**config.mk**
```make
export PLATFORM = sky130hd
export DESIGN_NAME = sha256_msg_schedule
export DESIGN_NICKNAME = d
export VERILOG_FILES = /design/src/rtl/sha256_pkg.sv /design/src/rtl/sha256_sched_word.sv /design/src/rtl/sha256_msg_schedule.sv
export SDC_FILE = /design/constraint.sdc
export NUM_CORES = 2
export LEC_CHECK = 0
export ABC_CLOCK_PERIOD_IN_PS = 9350
export CAP_MARGIN = 30
export CORE_MARGIN = 8
export CORE_UTILIZATION = 45
export DETAILED_ROUTE_END_ITERATION = 7
export PLACE_DENSITY = 0.76
export REMOVE_ABC_BUFFERS = 1
export SYNTH_ARGS = -nofsm -noshare
export SYNTH_HDL_FRONTEND = slang
export SYNTH_HIERARCHICAL = 1
export SYNTH_SLANG_ARGS = --single-unit
```
**constraint.sdc**
```tcl
create_clock -name clk -period 9.35 [get_ports clk]
set_input_delay 2.3375 -clock clk [delete_from_list [all_inputs] [get_ports clk]]
set_output_delay 2.3375 -clock clk [all_outputs]
set_load 0.005 [all_outputs]
```
**src/rtl/sha256_pkg.sv**
```systemverilog
// Shared SHA-256 types, constants and small-sigma helpers for the schedule and round engine.
// Pure declarations; no timing, no backpressure.
package sha256_pkg;

    localparam int SHA256_WINDOW = 16;
    localparam int SHA256_ROUNDS = 64;

    typedef logic [31:0] word_t;

    typedef enum logic [1:0] {
        IDLE = 2'd0,
        RUN  = 2'd1,
        DONE = 2'd2
    } sched_state_t;

    function automatic word_t rotr(input word_t x, input int unsigned n);
        return (x >> n) | (x << (32 - n));
    endfunction

    function automatic word_t sigma0_small(input word_t x);
        return rotr(x, 7) ^ rotr(x, 18) ^ (x >> 3);
    endfunction

    function automatic word_t sigma1_small(input word_t x);
        return rotr(x, 17) ^ rotr(x, 19) ^ (x >> 10);
    endfunction

endpackage

```
**src/rtl/sha256_sched_word.sv**
```systemverilog
// Next schedule word: sigma1(w14) + w9 + sigma0(w1) + w0, modulo 2^32.
// Purely combinational, zero latency; no backpressure. Kept separate so it can be retimed.
module sha256_sched_word
    import sha256_pkg::*;
(
    input  logic [31:0] w0_i,
    input  logic [31:0] w1_i,
    input  logic [31:0] w9_i,
    input  logic [31:0] w14_i,
    output logic [31:0] new_o
);

    // Carries past bit 31 fall off naturally in the 32-bit sum.
    assign new_o = sigma1_small(w14_i) + w9_i + sigma0_small(w1_i) + w0_i;

endmodule

```
**src/rtl/sha256_msg_schedule.sv**
```systemverilog
// Expands a 512-bit padded block into W[0..NUM_WORDS-1] from a 16-word sliding window.
// W[0] valid the cycle after load; one word per advance; advance=0 stalls with outputs held.
// Optional sticky load_err output when SHA256_MSG_SCHED_LOADERR_EN is defined.
module sha256_msg_schedule
    import sha256_pkg::*;
#(
    parameter int NUM_WORDS = 64,
    parameter int WORD_W    = 32
) (
    input  logic              clk,
    input  logic              n_rst,
    input  logic [511:0]      processedMsg,
    input  logic              load,
    input  logic              advance,
    output logic [WORD_W-1:0] w_out,
    output logic [5:0]        w_index,
    output logic              w_valid,
    output logic              busy,
    output logic              done
`ifdef SHA256_MSG_SCHED_LOADERR_EN
    ,
    output logic              load_err
`endif
);

    localparam logic [5:0] LAST_IDX = 6'(NUM_WORDS - 1);

    sched_state_t state_q, state_d;
    word_t        win_q [SHA256_WINDOW];
    word_t        win_d [SHA256_WINDOW];
    logic [5:0]   idx_q, idx_d;
    logic         w_valid_q, w_valid_d;
    logic         busy_q, busy_d;
    logic         done_q, done_d;
    logic         load_err_q, load_err_d;
    word_t        new_w;

    sha256_sched_word u_sched_word (
        .w0_i  (win_q[0]),
        .w1_i  (win_q[1]),
        .w9_i  (win_q[9]),
        .w14_i (win_q[14]),
        .new_o (new_w)
    );

    always_comb begin
        state_d    = state_q;
        win_d      = win_q;
        idx_d      = idx_q;
        load_err_d = load_err_q;

        case (state_q)
            IDLE: begin
                if (load) begin
                    for (int i = 0; i < SHA256_WINDOW; i++) begin
                        win_d[i] = processedMsg[511 - 32*i -: 32];
                    end
                    idx_d   = '0;
                    state_d = RUN;
                end
            end
            RUN: begin
                if (advance) begin
                    if (idx_q == LAST_IDX) begin
                        state_d = DONE;
                    end else begin
                        for (int i = 0; i < SHA256_WINDOW - 1; i++) begin
                            win_d[i] = win_q[i+1];
                        end
                        win_d[SHA256_WINDOW-1] = new_w;
                        idx_d = idx_q + 6'd1;
                    end
                end
            end
            DONE: begin
                state_d = IDLE;
            end
            default: begin
                state_d = IDLE;
            end
        endcase

        // A load outside IDLE flags an error; an accepted load clears it.
        if (load) begin
            load_err_d = (state_q != IDLE);
        end

        w_valid_d = (state_d == RUN);
        busy_d    = (state_d == RUN);
        done_d    = (state_d == DONE);
    end

    always_ff @(posedge clk) begin
        if (!n_rst) begin
            state_q <= IDLE;
            for (int i = 0; i < SHA256_WINDOW; i++) begin
                win_q[i] <= '0;
            end
            idx_q      <= '0;
            w_valid_q  <= 1'b0;
            busy_q     <= 1'b0;
            done_q     <= 1'b0;
            load_err_q <= 1'b0;
        end else begin
            state_q    <= state_d;
            win_q      <= win_d;
            idx_q      <= idx_d;
            w_valid_q  <= w_valid_d;
            busy_q     <= busy_d;
            done_q     <= done_d;
            load_err_q <= load_err_d;
        end
    end

    assign w_out   = win_q[0];
    assign w_index = idx_q;
    assign w_valid = w_valid_q;
    assign busy    = busy_q;
    assign done    = done_q;

`ifdef SHA256_MSG_SCHED_LOADERR_EN
    assign load_err = load_err_q;
`else
    logic unused_load_err;
    assign unused_load_err = load_err_q;
`endif

endmodule

```
==> summary.md <==
The run gives 146.0 mm as the wire length of the first global-routing pass. Dividing the detail-routed wire length by the instance count gives 23.19 um. The setup slack after placement is 4139 ps. After the first detailed-routing iteration, the DRC count stood at 2011. On the worst path, the slowest cell contributes a delay of 540 ps.

Among the stages of the critical path, the cell type that occurs most often is sky130_fd_sc_hd__fa_1. The actual slew at the worst max-slew pin is 1245 ps. The data arrival time of the critical path came out at 5700 ps. After synthesis, the mean cell area works out to 10.07 um2. The power share of the sequential group was 32.5%.

The tree is rooted in a sky130_fd_sc_hd__clkbuf_16. After detailed routing, the number of remaining DRC violations is 0. The number of enable flip-flop cells after synthesis was 0. The net count of the finished layout is 3905. Cell internal power was estimated by the tool at 0.005253 W. Summed over all nets, wire length on met2 after detailed routing comes to 47.21 mm. The top cell types in the final layout, fill and taps aside, are 555 x sky130_fd_sc_hd__clkdlybuf4s50_1, 522 x sky130_fd_sc_hd__dfxtp_1, 514 x sky130_fd_sc_hd__mux2i_1, 512 x sky130_fd_sc_hd__o211a_1, 436 x sky130_fd_sc_hd__o21ai_0. Static timing analysis puts the maximum clock frequency at 194.1 MHz.

In this run switching power makes up 36.19% of total power. During I/O placement, the number of pins put on the boundary was 557. The tree built by TritonCTS fans out to 522 sinks. Area added between synthesis and finish: 23.23%. The share of post-route cells with drive strength above 1 works out to 3.984%. Setup repair after global routing left no endpoint under its margin.

The logs give 0 ps for the post-route setup TNS and 5933 for the number of fill cells. Summed over all layers, the routed wires come to 98.32 mm. For the finished layout, the period the worst path requires is 5152 ps. The floorplan step set the die width to 274.6 um.

After detailed routing, the number of vias per cell comes to 5.776. The logs give 0.0001511 V for the maximum vdd ir drop and 494.8 ps for the minimum hold slack. The total leakage power is 19.91 nW, and the detailed-routing wirelength on met1 is 41.60 mm.

The yosys synthesis warning count was 6. Type of the tightest min-delay check: reg -> reg. TritonCTS built the clock tree.

The pre-antenna-repair detailed-routing pass consisted of 7 iterations. For the pin count of the biggest net entering global routing, the log shows 243. The count of buffers added on input and output ports is 556. The worst setup path is launched from a flip-flop. The sequential-to-total area share from yosys stat was 34.71%. Global routing finished with a remaining overflow of 0. Overall power consumption after layout is estimated at 0.008232 W. The remaining number of nets flagged by the antenna check after routing is 0, and the number of global-route vias before repair is 24060. After legalization and detailed placement, the total HPWL measured 68.06 mm.

In this run, the combinational gates consume 39.1% of the power. After detailed routing, the met3 layer carries 6.607 mm of wire. STA classifies the critical path endpoint as a flip-flop. Yosys mapped the design onto 66 distinct sky130hd cell types.

The CTS clock-pin slew for the worst setup and hold paths is 60 ps, and the buffer and inverter count on the worst path is 1. The library cell used most frequently in the layout, excluding fill and tap cells, is sky130_fd_sc_hd__clkdlybuf4s50_1. After layout, the worst setup slack is 4198 ps.

After clock tree synthesis, the setup repair step added 0 buffers. In this run the core area contains 95 standard-cell rows. Of all nets on the critical path, the largest fanout is 5. The logs give 17.02% for the relative max-transition margin and 45.14% for the starting utilization of the core area. The final worst-path cycle share works out to 55.10%. The multi-input combinational cells in the finished layout cover a total of 0.01718 mm2. The die is 274.6 um tall. Summing every instance area after synthesis gives 0.03010 mm2. Across the routed clock network, the largest skew measured is 19.41 ps. The die covers 0.07543 mm2. The endpoint required time on the critical path was 9900 ps; the clock network power share was 28.4%. The maximum level of the CTS H-tree came out at 2.

The switching power total was 0.002979 W; the areal power density over the cells was 221.9 mW/mm2. The number of gates resized after CTS was 0. The run finished with clean final reports.

Across the whole layout, storage elements account for 0.01045 mm2. The number of standard cells after synthesis was 2988; the number of pins exceeding their max-slew limit in the final report was 0. The run gives 0 as the final hold violation count. The synthesized design contains 522 register bits.

Number of antenna violations at the first check in global routing: 35. Buffer levels on the longest clock path: 3. After floorplanning, the core was sized to cover 0.06668 mm2.

Walking the worst path, the cells encountered are xor2_1 -> xnor2_1 -> fa_1 -> inv_1 -> fa_1 -> ha_1 -> fa_1 -> a21oi_1 -> o211ai_1 -> o211ai_1 -> a31oi_1 -> a21oi_2 -> o311ai_2 -> xnor2_1 -> mux2i_1 -> o21ai_0 -> o211a_1. Global routing consumed, over all layers together, 24.57% of the routing resources. The number of buffers added to fix hold violations after cts is 0.

Cell class contributing the biggest share of worst-path delay: compound AO/OA/AOI/OAI gates. The routed layout has 24490 vias. At the end of routability-driven placement, the weighted congestion stood at 0.9365. The kind of critical path is reg -> reg. Counting the buffers created by CTS gives 57. Worst-path cell with the longest stage delay: sky130_fd_sc_hd__dfxtp_1. The dominant register cell in the synthesized netlist was sky130_fd_sc_hd__dfxtp_1.

The uppermost signal routing layer after detailed routing was met5. Final cell utilization of the core: 55.63%. Share of async-settable or async-resettable flops after synthesis: 0%. The total of max-cap violations came out at 0.

Setup violations remaining at the end of the flow were counted as 0. The clock latency reported for the late side of the worst-skew pair came out at 610 ps.
-- per-layer routing --
metal  global-route usage, %  vias up
met5                       0        -
met4                   8.924       16
met3                   6.196      155
met2                   40.18      648
met1                   31.16    12070
li1                        -    11610
-- power by group through the flow --
stage | sequential, W | combinational [W] | clock (W)
floorplan | 0.00263 | 0.00257 | 0
global placement | 0.00271 | 0.00315 | 0
detailed placement | 0.00272 | 0.00318 | 0
CTS | 0.00267 | 0.00320 | 0.00240
global route | 0.00270 | 0.00353 | 0.00249
finish | 0.00268 | 0.00322 | 0.00234
-- cell families after synthesis --
logic type      after synthesis  synth area share [%]
flops                       522                 34.71
xor+xnor                    144                 4.190
fa+ha+maj                    94                 5.453
compound gates             1142                 28.23
simple gates                116                 2.045
buf+inv                     456                 8.280
mux                         514                 17.09
-- through the flow --
step,area [um2],std cells
final,37100,4240
after global routing,37080,4233
after CTS,37000,4210
after detailed placement,35080,4108
after global placement,35050,4107
after floorplan,28080,2658
-- area by class of cell --
class / instances / share of cell area, %
antenna: 29 / 0.1956
clock buffer: 84 / 4.476
clock inverter: 18 / 0.6881
inverter: 126 / 1.275
multi-input combinational: 2010 / 46.31
sequential: 522 / 28.17
tap: 873 / 2.944
timing repair buffer: 578 / 15.94
-- final timing paths --
check | cells past startpoint | startpoint | end | slack [ps]
worst max-delay path | 17 | win_q[456] | win_q[31] | 4200
worst min register to register | 1 | win_q[341] | win_q[341] | 490
worst max register to register | 17 | win_q[456] | win_q[31] | 4200
worst min-delay path | 1 | win_q[341] | win_q[341] | 490
-- state kept, by name, indices dropped and copies added (netlist names) --
| signal | cells |
|---|---|
| win_q | 480 |
| w_out | 32 |
| w_index | 6 |
| state_q | 2 |
| busy | 1 |
| done | 1 |
-- cells in the mapped netlist (2+ instances only) --
| library cell | instances | share of area, % |
|---|---|---|
| sky130_fd_sc_hd__nand2b_1 | 9 | 0.19 |
| sky130_fd_sc_hd__a221oi_1 | 2 | 0.058 |
| sky130_fd_sc_hd__inv_1 | 126 | 1.6 |
| sky130_fd_sc_hd__o31ai_1 | 3 | 0.075 |
| sky130_fd_sc_hd__nand3_1 | 12 | 0.20 |
| sky130_fd_sc_hd__and4_1 | 3 | 0.087 |
| sky130_fd_sc_hd__nand4_1 | 6 | 0.12 |
| sky130_fd_sc_hd__o21bai_1 | 5 | 0.12 |
| sky130_fd_sc_hd__a21oi_2 | 3 | 0.087 |
| sky130_fd_sc_hd__fa_1 | 62 | 4.1 |
| sky130_fd_sc_hd__clkbuf_1 | 149 | 1.9 |
| sky130_fd_sc_hd__mux2i_1 | 514 | 17 |
| sky130_fd_sc_hd__ha_1 | 32 | 1.3 |
| sky130_fd_sc_hd__o22ai_1 | 2 | 0.042 |
| sky130_fd_sc_hd__o21ai_0 | 436 | 7.2 |
| sky130_fd_sc_hd__nor2_1 | 23 | 0.29 |
| sky130_fd_sc_hd__a31oi_1 | 7 | 0.15 |
| sky130_fd_sc_hd__o221a_2 | 2 | 0.075 |
| sky130_fd_sc_hd__buf_4 | 77 | 1.9 |
| sky130_fd_sc_hd__nor2b_1 | 5 | 0.10 |
| sky130_fd_sc_hd__o21a_1 | 2 | 0.050 |
| sky130_fd_sc_hd__o21ai_1 | 100 | 1.7 |
| sky130_fd_sc_hd__a21oi_1 | 36 | 0.60 |
| sky130_fd_sc_hd__nand2_1 | 34 | 0.42 |
| sky130_fd_sc_hd__xor2_1 | 51 | 1.5 |
| sky130_fd_sc_hd__a21oi_4 | 2 | 0.11 |
| sky130_fd_sc_hd__dfxtp_1 | 522 | 35 |
| sky130_fd_sc_hd__xnor2_1 | 93 | 2.7 |
| sky130_fd_sc_hd__o211a_1 | 512 | 17 |
| sky130_fd_sc_hd__o211ai_1 | 3 | 0.075 |
| sky130_fd_sc_hd__a21o_1 | 9 | 0.22 |
| sky130_fd_sc_hd__buf_1 | 6 | 0.075 |
| sky130_fd_sc_hd__and3_1 | 5 | 0.10 |
| sky130_fd_sc_hd__nor3_1 | 5 | 0.083 |
| sky130_fd_sc_hd__o221ai_1 | 2 | 0.058 |
| sky130_fd_sc_hd__buf_2 | 38 | 0.63 |
| sky130_fd_sc_hd__buf_6 | 59 | 2.2 |
| sky130_fd_sc_hd__a211oi_1 | 3 | 0.075 |
(Power assumes the default switching activity.)
